<file path="config.mk">
export PLATFORM = sky130hd
export DESIGN_NAME = hazard_fwd_unit_flat
export DESIGN_NICKNAME = d
export VERILOG_FILES = /design/src/rtl/hazard_fwd_if.sv /design/src/rtl/hazard_fwd_unit.sv /design/src/flat_wrapper.sv
export SDC_FILE = /design/constraint.sdc
export NUM_CORES = 1
export LEC_CHECK = 0
export CORE_MARGIN = 3
export CORE_UTILIZATION = 48
export CTS_BUF_LIST = sky130_fd_sc_hd__clkbuf_2
export CTS_CLUSTER_DIAMETER = 120
export DETAILED_ROUTE_END_ITERATION = 7
export PLACE_DENSITY = 0.85
export SLEW_MARGIN = 20
export SYNTH_ARGS = -nofsm -noshare
export SYNTH_HDL_FRONTEND = slang
export SYNTH_SLANG_ARGS = --single-unit
</file>
<file path="constraint.sdc">
create_clock -name clk -period 2.49 [get_ports clk]
set_input_delay 0.3735 -clock clk [delete_from_list [all_inputs] [get_ports clk]]
set_output_delay 0.3735 -clock clk [all_outputs]
set_load 0.05 [all_outputs]
</file>
<file path="src/rtl/hazard_fwd_if.sv">
// Bundle between the ID/EX pipeline control and the hazard/forwarding unit.
// master: pipeline side (drives ID fields, br_taken); slave: the unit (drives stall/flush/fwd/counters).
interface hazard_fwd_if #(
  parameter int unsigned REG_ADDR_W = 5,
  parameter int unsigned CNT_W      = 16
);
  logic                  id_valid;
  logic [REG_ADDR_W-1:0] id_src1;
  logic [REG_ADDR_W-1:0] id_src2;
  logic                  id_src2_used;
  logic [REG_ADDR_W-1:0] id_dst;
  logic                  id_wb_en;
  logic                  id_mem_read;
  logic                  br_taken;
  logic                  stall;
  logic                  flush;
  logic [1:0]            fwd_sel_a;
  logic [1:0]            fwd_sel_b;
  logic                  id_bypass_a;
  logic                  id_bypass_b;
  logic [CNT_W-1:0]      stall_cnt;
  logic [CNT_W-1:0]      flush_cnt;

  modport master (
    output id_valid, id_src1, id_src2, id_src2_used,
    output id_dst, id_wb_en, id_mem_read, br_taken,
    input  stall, flush, fwd_sel_a, fwd_sel_b,
    input  id_bypass_a, id_bypass_b, stall_cnt, flush_cnt
  );

  modport slave (
    input  id_valid, id_src1, id_src2, id_src2_used,
    input  id_dst, id_wb_en, id_mem_read, br_taken,
    output stall, flush, fwd_sel_a, fwd_sel_b,
    output id_bypass_a, id_bypass_b, stall_cnt, flush_cnt
  );
endinterface

</file>
<file path="src/rtl/hazard_fwd_unit.sv">
// Hazard detection + EX forwarding control for a 5-stage pipeline.
// Ports: clk, rst (async, active-high), bus (hazard_fwd_if.slave: ID fields in; stall/flush/fwd/bypass/counters out).
module hazard_fwd_unit #(
  parameter int unsigned REG_ADDR_W = 5,
  parameter int unsigned FWD_EN     = 1,
  parameter int unsigned CNT_W      = 16
) (
  input logic        clk,
  input logic        rst,
  hazard_fwd_if.slave bus
);

  typedef logic [REG_ADDR_W-1:0] reg_t;

  typedef struct packed {
    logic valid;
    reg_t dst;
    logic wb_en;
    logic mem_read;
    reg_t src1;
    reg_t src2;
    logic src2_used;
  } ex_slot_t;

  typedef struct packed {
    logic valid;
    reg_t dst;
    logic wb_en;
  } wb_slot_t;

  localparam logic             FWD     = (FWD_EN != 0);
  localparam logic [CNT_W-1:0] CNT_ONE = CNT_W'(1);

  ex_slot_t         ex_q, ex_d;
  wb_slot_t         mem_q, mem_d;
  wb_slot_t         wb_q, wb_d;
  logic [CNT_W-1:0] stall_cnt_q, stall_cnt_d;
  logic [CNT_W-1:0] flush_cnt_q, flush_cnt_d;

  logic       haz_ex, haz_mem, haz_wb;
  logic       stall_raw, stall_c, flush_c;
  logic [1:0] fwd_a_c, fwd_b_c;
  logic       byp_a_c, byp_b_c;

  // A slot produces r only for a real, writing instruction; r0 never counts.
  function automatic logic writes(
    input logic v,
    input logic wb,
    input reg_t dst,
    input reg_t r
  );
    return v & wb & (dst == r) & (r != '0);
  endfunction

  always_comb begin
    haz_ex  = writes(ex_q.valid, ex_q.wb_en, ex_q.dst, bus.id_src1)
            | (bus.id_src2_used
               & writes(ex_q.valid, ex_q.wb_en, ex_q.dst, bus.id_src2));
    haz_mem = writes(mem_q.valid, mem_q.wb_en, mem_q.dst, bus.id_src1)
            | (bus.id_src2_used
               & writes(mem_q.valid, mem_q.wb_en, mem_q.dst, bus.id_src2));
    haz_wb  = writes(wb_q.valid, wb_q.wb_en, wb_q.dst, bus.id_src1)
            | (bus.id_src2_used
               & writes(wb_q.valid, wb_q.wb_en, wb_q.dst, bus.id_src2));

    if (FWD) begin
      stall_raw = haz_ex & ex_q.mem_read;
    end else begin
      stall_raw = haz_ex | haz_mem | haz_wb;
    end

    // Branch redirect wins over stall; everything is quiet under reset.
    flush_c = bus.br_taken & ~rst;
    stall_c = bus.id_valid & ~bus.br_taken & stall_raw & ~rst;

    fwd_a_c = 2'd0;
    fwd_b_c = 2'd0;
    byp_a_c = 1'b0;
    byp_b_c = 1'b0;
    if (FWD && !rst) begin
      // The MEM slot is the younger producer, so it wins over WB.
      if (writes(mem_q.valid, mem_q.wb_en, mem_q.dst, ex_q.src1)) begin
        fwd_a_c = 2'd1;
      end else if (writes(wb_q.valid, wb_q.wb_en, wb_q.dst, ex_q.src1)) begin
        fwd_a_c = 2'd2;
      end
      if (ex_q.src2_used) begin
        if (writes(mem_q.valid, mem_q.wb_en, mem_q.dst, ex_q.src2)) begin
          fwd_b_c = 2'd1;
        end else if (writes(wb_q.valid, wb_q.wb_en, wb_q.dst, ex_q.src2)) begin
          fwd_b_c = 2'd2;
        end
      end
      byp_a_c = writes(wb_q.valid, wb_q.wb_en, wb_q.dst, bus.id_src1);
      byp_b_c = bus.id_src2_used
              & writes(wb_q.valid, wb_q.wb_en, wb_q.dst, bus.id_src2);
    end

    wb_d  = mem_q;
    mem_d = '{valid: ex_q.valid, dst: ex_q.dst, wb_en: ex_q.wb_en};
    ex_d  = '0;
    if (bus.id_valid && !stall_c && !flush_c) begin
      ex_d.valid     = 1'b1;
      ex_d.dst       = bus.id_dst;
      ex_d.wb_en     = bus.id_wb_en;
      ex_d.mem_read  = bus.id_mem_read;
      ex_d.src1      = bus.id_src1;
      ex_d.src2      = bus.id_src2;
      ex_d.src2_used = bus.id_src2_used;
    end

    stall_cnt_d = stall_cnt_q;
    if (stall_c && stall_cnt_q != '1) begin
      stall_cnt_d = stall_cnt_q + CNT_ONE;
    end
    flush_cnt_d = flush_cnt_q;
    if (flush_c && flush_cnt_q != '1) begin
      flush_cnt_d = flush_cnt_q + CNT_ONE;
    end
  end

  always_ff @(posedge clk or posedge rst) begin
    if (rst) begin
      ex_q        <= '0;
      mem_q       <= '0;
      wb_q        <= '0;
      stall_cnt_q <= '0;
      flush_cnt_q <= '0;
    end else begin
      ex_q        <= ex_d;
      mem_q       <= mem_d;
      wb_q        <= wb_d;
      stall_cnt_q <= stall_cnt_d;
      flush_cnt_q <= flush_cnt_d;
    end
  end

  assign bus.stall       = stall_c;
  assign bus.flush       = flush_c;
  assign bus.fwd_sel_a   = fwd_a_c;
  assign bus.fwd_sel_b   = fwd_b_c;
  assign bus.id_bypass_a = byp_a_c;
  assign bus.id_bypass_b = byp_b_c;
  assign bus.stall_cnt   = stall_cnt_q;
  assign bus.flush_cnt   = flush_cnt_q;

endmodule

</file>
<file path="src/flat_wrapper.sv">
// flat-port wrapper written by rule: the top's interface ports become plain ports
module hazard_fwd_unit_flat 
#(
  parameter int unsigned REG_ADDR_W = 5,
  parameter int unsigned FWD_EN     = 1,
  parameter int unsigned CNT_W      = 16
)
  (clk, rst, bus_id_valid, bus_id_src1, bus_id_src2, bus_id_src2_used, bus_id_dst, bus_id_wb_en, bus_id_mem_read, bus_br_taken, bus_stall, bus_flush, bus_fwd_sel_a, bus_fwd_sel_b, bus_id_bypass_a, bus_id_bypass_b, bus_stall_cnt, bus_flush_cnt);
  hazard_fwd_if #(.REG_ADDR_W(REG_ADDR_W), .CNT_W(CNT_W)) bus_i ();
  input logic clk;
  input logic rst;
  input wire logic [$bits(bus_i.id_valid)-1:0] bus_id_valid;
  input wire logic [$bits(bus_i.id_src1)-1:0] bus_id_src1;
  input wire logic [$bits(bus_i.id_src2)-1:0] bus_id_src2;
  input wire logic [$bits(bus_i.id_src2_used)-1:0] bus_id_src2_used;
  input wire logic [$bits(bus_i.id_dst)-1:0] bus_id_dst;
  input wire logic [$bits(bus_i.id_wb_en)-1:0] bus_id_wb_en;
  input wire logic [$bits(bus_i.id_mem_read)-1:0] bus_id_mem_read;
  input wire logic [$bits(bus_i.br_taken)-1:0] bus_br_taken;
  output wire logic [$bits(bus_i.stall)-1:0] bus_stall;
  output wire logic [$bits(bus_i.flush)-1:0] bus_flush;
  output wire logic [$bits(bus_i.fwd_sel_a)-1:0] bus_fwd_sel_a;
  output wire logic [$bits(bus_i.fwd_sel_b)-1:0] bus_fwd_sel_b;
  output wire logic [$bits(bus_i.id_bypass_a)-1:0] bus_id_bypass_a;
  output wire logic [$bits(bus_i.id_bypass_b)-1:0] bus_id_bypass_b;
  output wire logic [$bits(bus_i.stall_cnt)-1:0] bus_stall_cnt;
  output wire logic [$bits(bus_i.flush_cnt)-1:0] bus_flush_cnt;
  assign bus_i.id_valid = bus_id_valid;
  assign bus_i.id_src1 = bus_id_src1;
  assign bus_i.id_src2 = bus_id_src2;
  assign bus_i.id_src2_used = bus_id_src2_used;
  assign bus_i.id_dst = bus_id_dst;
  assign bus_i.id_wb_en = bus_id_wb_en;
  assign bus_i.id_mem_read = bus_id_mem_read;
  assign bus_i.br_taken = bus_br_taken;
  assign bus_stall = bus_i.stall;
  assign bus_flush = bus_i.flush;
  assign bus_fwd_sel_a = bus_i.fwd_sel_a;
  assign bus_fwd_sel_b = bus_i.fwd_sel_b;
  assign bus_id_bypass_a = bus_i.id_bypass_a;
  assign bus_id_bypass_b = bus_i.id_bypass_b;
  assign bus_stall_cnt = bus_i.stall_cnt;
  assign bus_flush_cnt = bus_i.flush_cnt;
  hazard_fwd_unit #(.REG_ADDR_W(REG_ADDR_W), .FWD_EN(FWD_EN), .CNT_W(CNT_W)) u_core (.clk(clk), .rst(rst), .bus(bus_i));
endmodule
</file>
==> impl_metrics.sql <==
INSERT INTO impl_metrics (metric_group, metric, value, unit) VALUES
('outcome', 'run_status', 'finished, violations left', ''),
('outcome', 'violations', 'negative setup slack', ''),
('sta', 'min_period_over_period', '1.03', ''),
('run', 'drv.max_cap_violation_count', '0', ''),
('final_layout', 'flow.area_growth_from_synthesis', '37.6', '%'),
('worst_setup_path', 'setup.worst_path.end_class', 'output pin', ''),
('sta', 'max_slew.worst_pin.slew', '0.785', 'ns'),
('drt', 'num_vias', '2505', ''),
('global_route', 'grt_pass1_vias', '2432', ''),
('worst_setup_path', 'slowest_cell_on_crit_path', 'or4b_4', ''),
('sta', 'worst_path_setup_slack_after_routing', '-0.0660', 'ns'),
('drt', 'ant_nets', '0', ''),
('final_layout', 'num-nets-final', '395', ''),
('global_route', 'overall_global_routing_usage', '0.207', ''),
('sta', 'finalSetupViolCount', '2', ''),
('pwr', 'static-leakage-power', '0.00188', 'µW'),
('pwr', 'power.share.switching', '0.337', ''),
('floorplan', 'initial_utilization', '0.510', ''),
('cts', 'h-tree-depth', '3', ''),
('sta', 'slew_headroom', '0.477', ''),
('sta', 'final.setup_skew', '0.0159', 'ns'),
('place', 'gp_routability_congestion', '0.827', ''),
('sta', 'final-hold-violation-count', '0', ''),
('yosys', 'ys_warn_count', '0', ''),
('pwr', 'power.combinational.fraction', '0.252', ''),
('final_layout', 'final_design_instance_area_without_fill', '4280', 'µm²'),
('drt', 'detail_route.first_pass.iterations', '5', ''),
('place', 'postPlaceCellArea', '4000', 'µm²'),
('yosys', 'synth.area.top_cells', 'dfrtp_1 52%, xnor2_1 11%, xor2_1 8.5%', ''),
('drt', 'routed_wirelength', '7.47', 'mm'),
('yosys', 'netlist_area_before_placement', '3110', 'µm²'),
('place', 'io_buffer_count', '61', ''),
('cts', 'hold_buf_cts', '0', ''),
('drt', 'first_iter_violations', '92', ''),
('yosys', 'syn_inst', '282', ''),
('yosys', 'postSynthRegisterBits', '65', ''),
('cts', 'clock_insertion_delay_at_the_later_pin_of_the_skew_report', '0.48', 'ns'),
('yosys', 'synth-async-reset-ratio', '1.00', ''),
('yosys', 'synth_cell_count_leaders', '65 x dfrtp_1, 38 x xnor2_1, 30 x xor2_1', ''),
('floorplan', 'core_region_area', '6100', 'µm²'),
('pwr', 'pwr_density_cell', '568', 'nW/µm²'),
('yosys', 'dominantRegCellSynth', 'dfrtp_1', ''),
('cts', 'clockRootBuffer', 'clkbuf_2', ''),
('floorplan', 'die_area', '7480', 'µm²'),
('sta', 'clock.fmax', '391', 'MHz'),
('drt', 'via_per_inst', '5.55', ''),
('pwr', 'net-switching-power', '817', 'µW'),
('global_route', 'grt_overflow', '0', ''),
('yosys', 'postSynthNetCount', '306', ''),
('floorplan', 'die_height', '86.5', 'µm'),
('cts', 'cts_sink_cnt', '65', ''),
('final_layout', 'num_antenna_cells', '0', ''),
('drt', 'drc', '0', ''),
('yosys', 'most_used_standard_cell_by_instance_count_after_synthesis', 'dfrtp_1', ''),
('cts', 'cts_buffer_depth', '2', ''),
('final_layout', 'drive_gt1_frac', '0.197', ''),
('final_layout', 'fill_cells', '438', ''),
('worst_setup_path', 'worstPathBufferInverterCount', '2', ''),
('pwr', 'internal_power', '1610', 'µW'),
('pwr', 'vdd_ir_drop_max', '0.779', 'mV'),
('pwr', 'power.share.sequential', '0.515', ''),
('cts', 'clock_buffer_count_from_cts', '9', ''),
('cts', 'cts_tree', 'built', ''),
('worst_setup_path', 'critical_path_class', 'reg -> out', ''),
('place', 'dpl.hpwl', '5.12', 'mm'),
('floorplan', 'core.rowCount', '28', ''),
('worst_setup_path', 'timing.critical_path.required', '2.12', 'ns'),
('cts', 'clkSlewWorstSetupHoldPaths', '0.17', 'ns'),
('yosys', 'fraction_of_the_yosys_area_taken_by_sequential_cells', '0.523', ''),
('worst_setup_path', 'critPathArrivalTime', '2.18', 'ns'),
('pwr', 'total_power', '2430', 'µW');
[worst paths after layout]
check	startpoint	to	slack, ns	cells past startpoint
worst min-delay path	u_core.mem_q[6]	u_core.wb_q[6]	0.40	0
worst max-delay path	u_core.ex_q[3]	bus_fwd_sel_b[1]	-0.07	5
worst min register to register	u_core.mem_q[6]	u_core.wb_q[6]	0.40	0
worst max register to register	u_core.bus.stall_cnt[0]	u_core.bus.stall_cnt[1]	0.39	7
min in group asynchronous	rst	u_core.bus.stall_cnt[13]	0.67	4
max in group asynchronous	rst	u_core.mem_q[1]	1.27	4
[metrics by stage]
| step | std cells | utilization | setup TNS [ns] | hold slack [ns] |
|---|---|---|---|---|
| after CTS | 450 | 0.688 | -0.228 | 0.394 |
| final | 451 | 0.702 | -0.0983 | 0.405 |
| after global routing | 451 | 0.702 | -0.590 | 0.389 |
| after global placement | 426 | 0.656 | 0 | 0.358 |
| after floorplan | 282 | - | -0.0281 | 0.354 |
| after detailed placement | 426 | 0.656 | 0 | 0.360 |
[cell usage in the layout (no fill, tap or decap), types with 2 or more instances in the layout]
| cell | count |
|---|---|
| or4_1 | 3 |
| nand2_1 | 16 |
| inv_1 | 2 |
| and2_1 | 20 |
| dfrtp_1 | 63 |
| nor3_1 | 9 |
| nor4_1 | 6 |
| nor3b_1 | 3 |
| clkdlybuf4s50_1 | 53 |
| clkbuf_2 | 10 |
| nor4b_1 | 2 |
| nor4_2 | 2 |
| dfrtp_2 | 2 |
| xnor2_2 | 3 |
| nand3_1 | 12 |
| nor2_4 | 3 |
| nor4b_4 | 2 |
| clkinvlp_4 | 2 |
| nor2_2 | 2 |
| ha_1 | 2 |
| and3_1 | 6 |
| a21oi_1 | 2 |
| mux2_2 | 2 |
| nand4_1 | 17 |
| buf_12 | 6 |
| nor2_1 | 12 |
| xnor2_1 | 35 |
| clkinv_1 | 5 |
| buf_6 | 3 |
| xor2_1 | 30 |
| or4_4 | 4 |
| buf_4 | 24 |
[layer usage]
| layer | wire length, µm | vias to the layer above | part of all wire | GRT usage |
|---|---|---|---|---|
| li1 | - | 1156 | - | - |
| met1 | 3100 | 1224 | 0.41 | 0.257 |
| met2 | 3720 | 98 | 0.50 | 0.333 |
| met3 | 395 | 27 | 0.053 | 0.0599 |
| met4 | 254 | 0 | 0.034 | 0.101 |
| met5 | 0 | - | 0 | 0 |
[state kept, by name, indices dropped and copies added, names as in the netlist]
register,count
u_core.ex_q,19
u_core.bus.flush_cnt,16
u_core.bus.stall_cnt,16
u_core.mem_q,7
u_core.wb_q,7
[area by class of cell]
type / count / area, µm² / area share
sequential: 65 / 1630 / 0.381
multi-input combinational: 205 / 1570 / 0.367
timing repair buffer: 86 / 865 / 0.202
tap: 75 / 93.8 / 0.0219
clock buffer: 10 / 50.0 / 0.0117
clock inverter: 6 / 48.8 / 0.0114
inverter: 4 / 22.5 / 0.00526
[power groups by stage]
| stage | sequential [µW] | combinational (µW) | clock, µW |
|---|---|---|---|
| 2_1_floorplan | 1410 | 199 | 0 |
| 3_3_place_gp | 1260 | 557 | 0 |
| 3_5_place_dp | 1260 | 568 | 0 |
| 4_1_cts | 1240 | 596 | 580 |
| 5_1_grt | 1270 | 650 | 637 |
| 6_report | 1250 | 611 | 567 |
[cells by family after synthesis]
logic type,synth area share
buffers and inverters,0.0185
AND/OR/NAND/NOR,0.231
flip-flops,0.523
AO/OA/AOI/OAI,0.0205
adder cells (fa/ha/maj),0.00805
multiplexers,0.00724
XOR/XNOR,0.192
[repair_timing]
item                                    CTS  global route
hold endpoints to repair                  0             0
resized for setup                         9            16
gates cloned                              0             0
pin swaps                                 6             4
endpoints found under the setup margin    4             5
buffers inserted                          8             1
(Power assumes the default switching activity.)
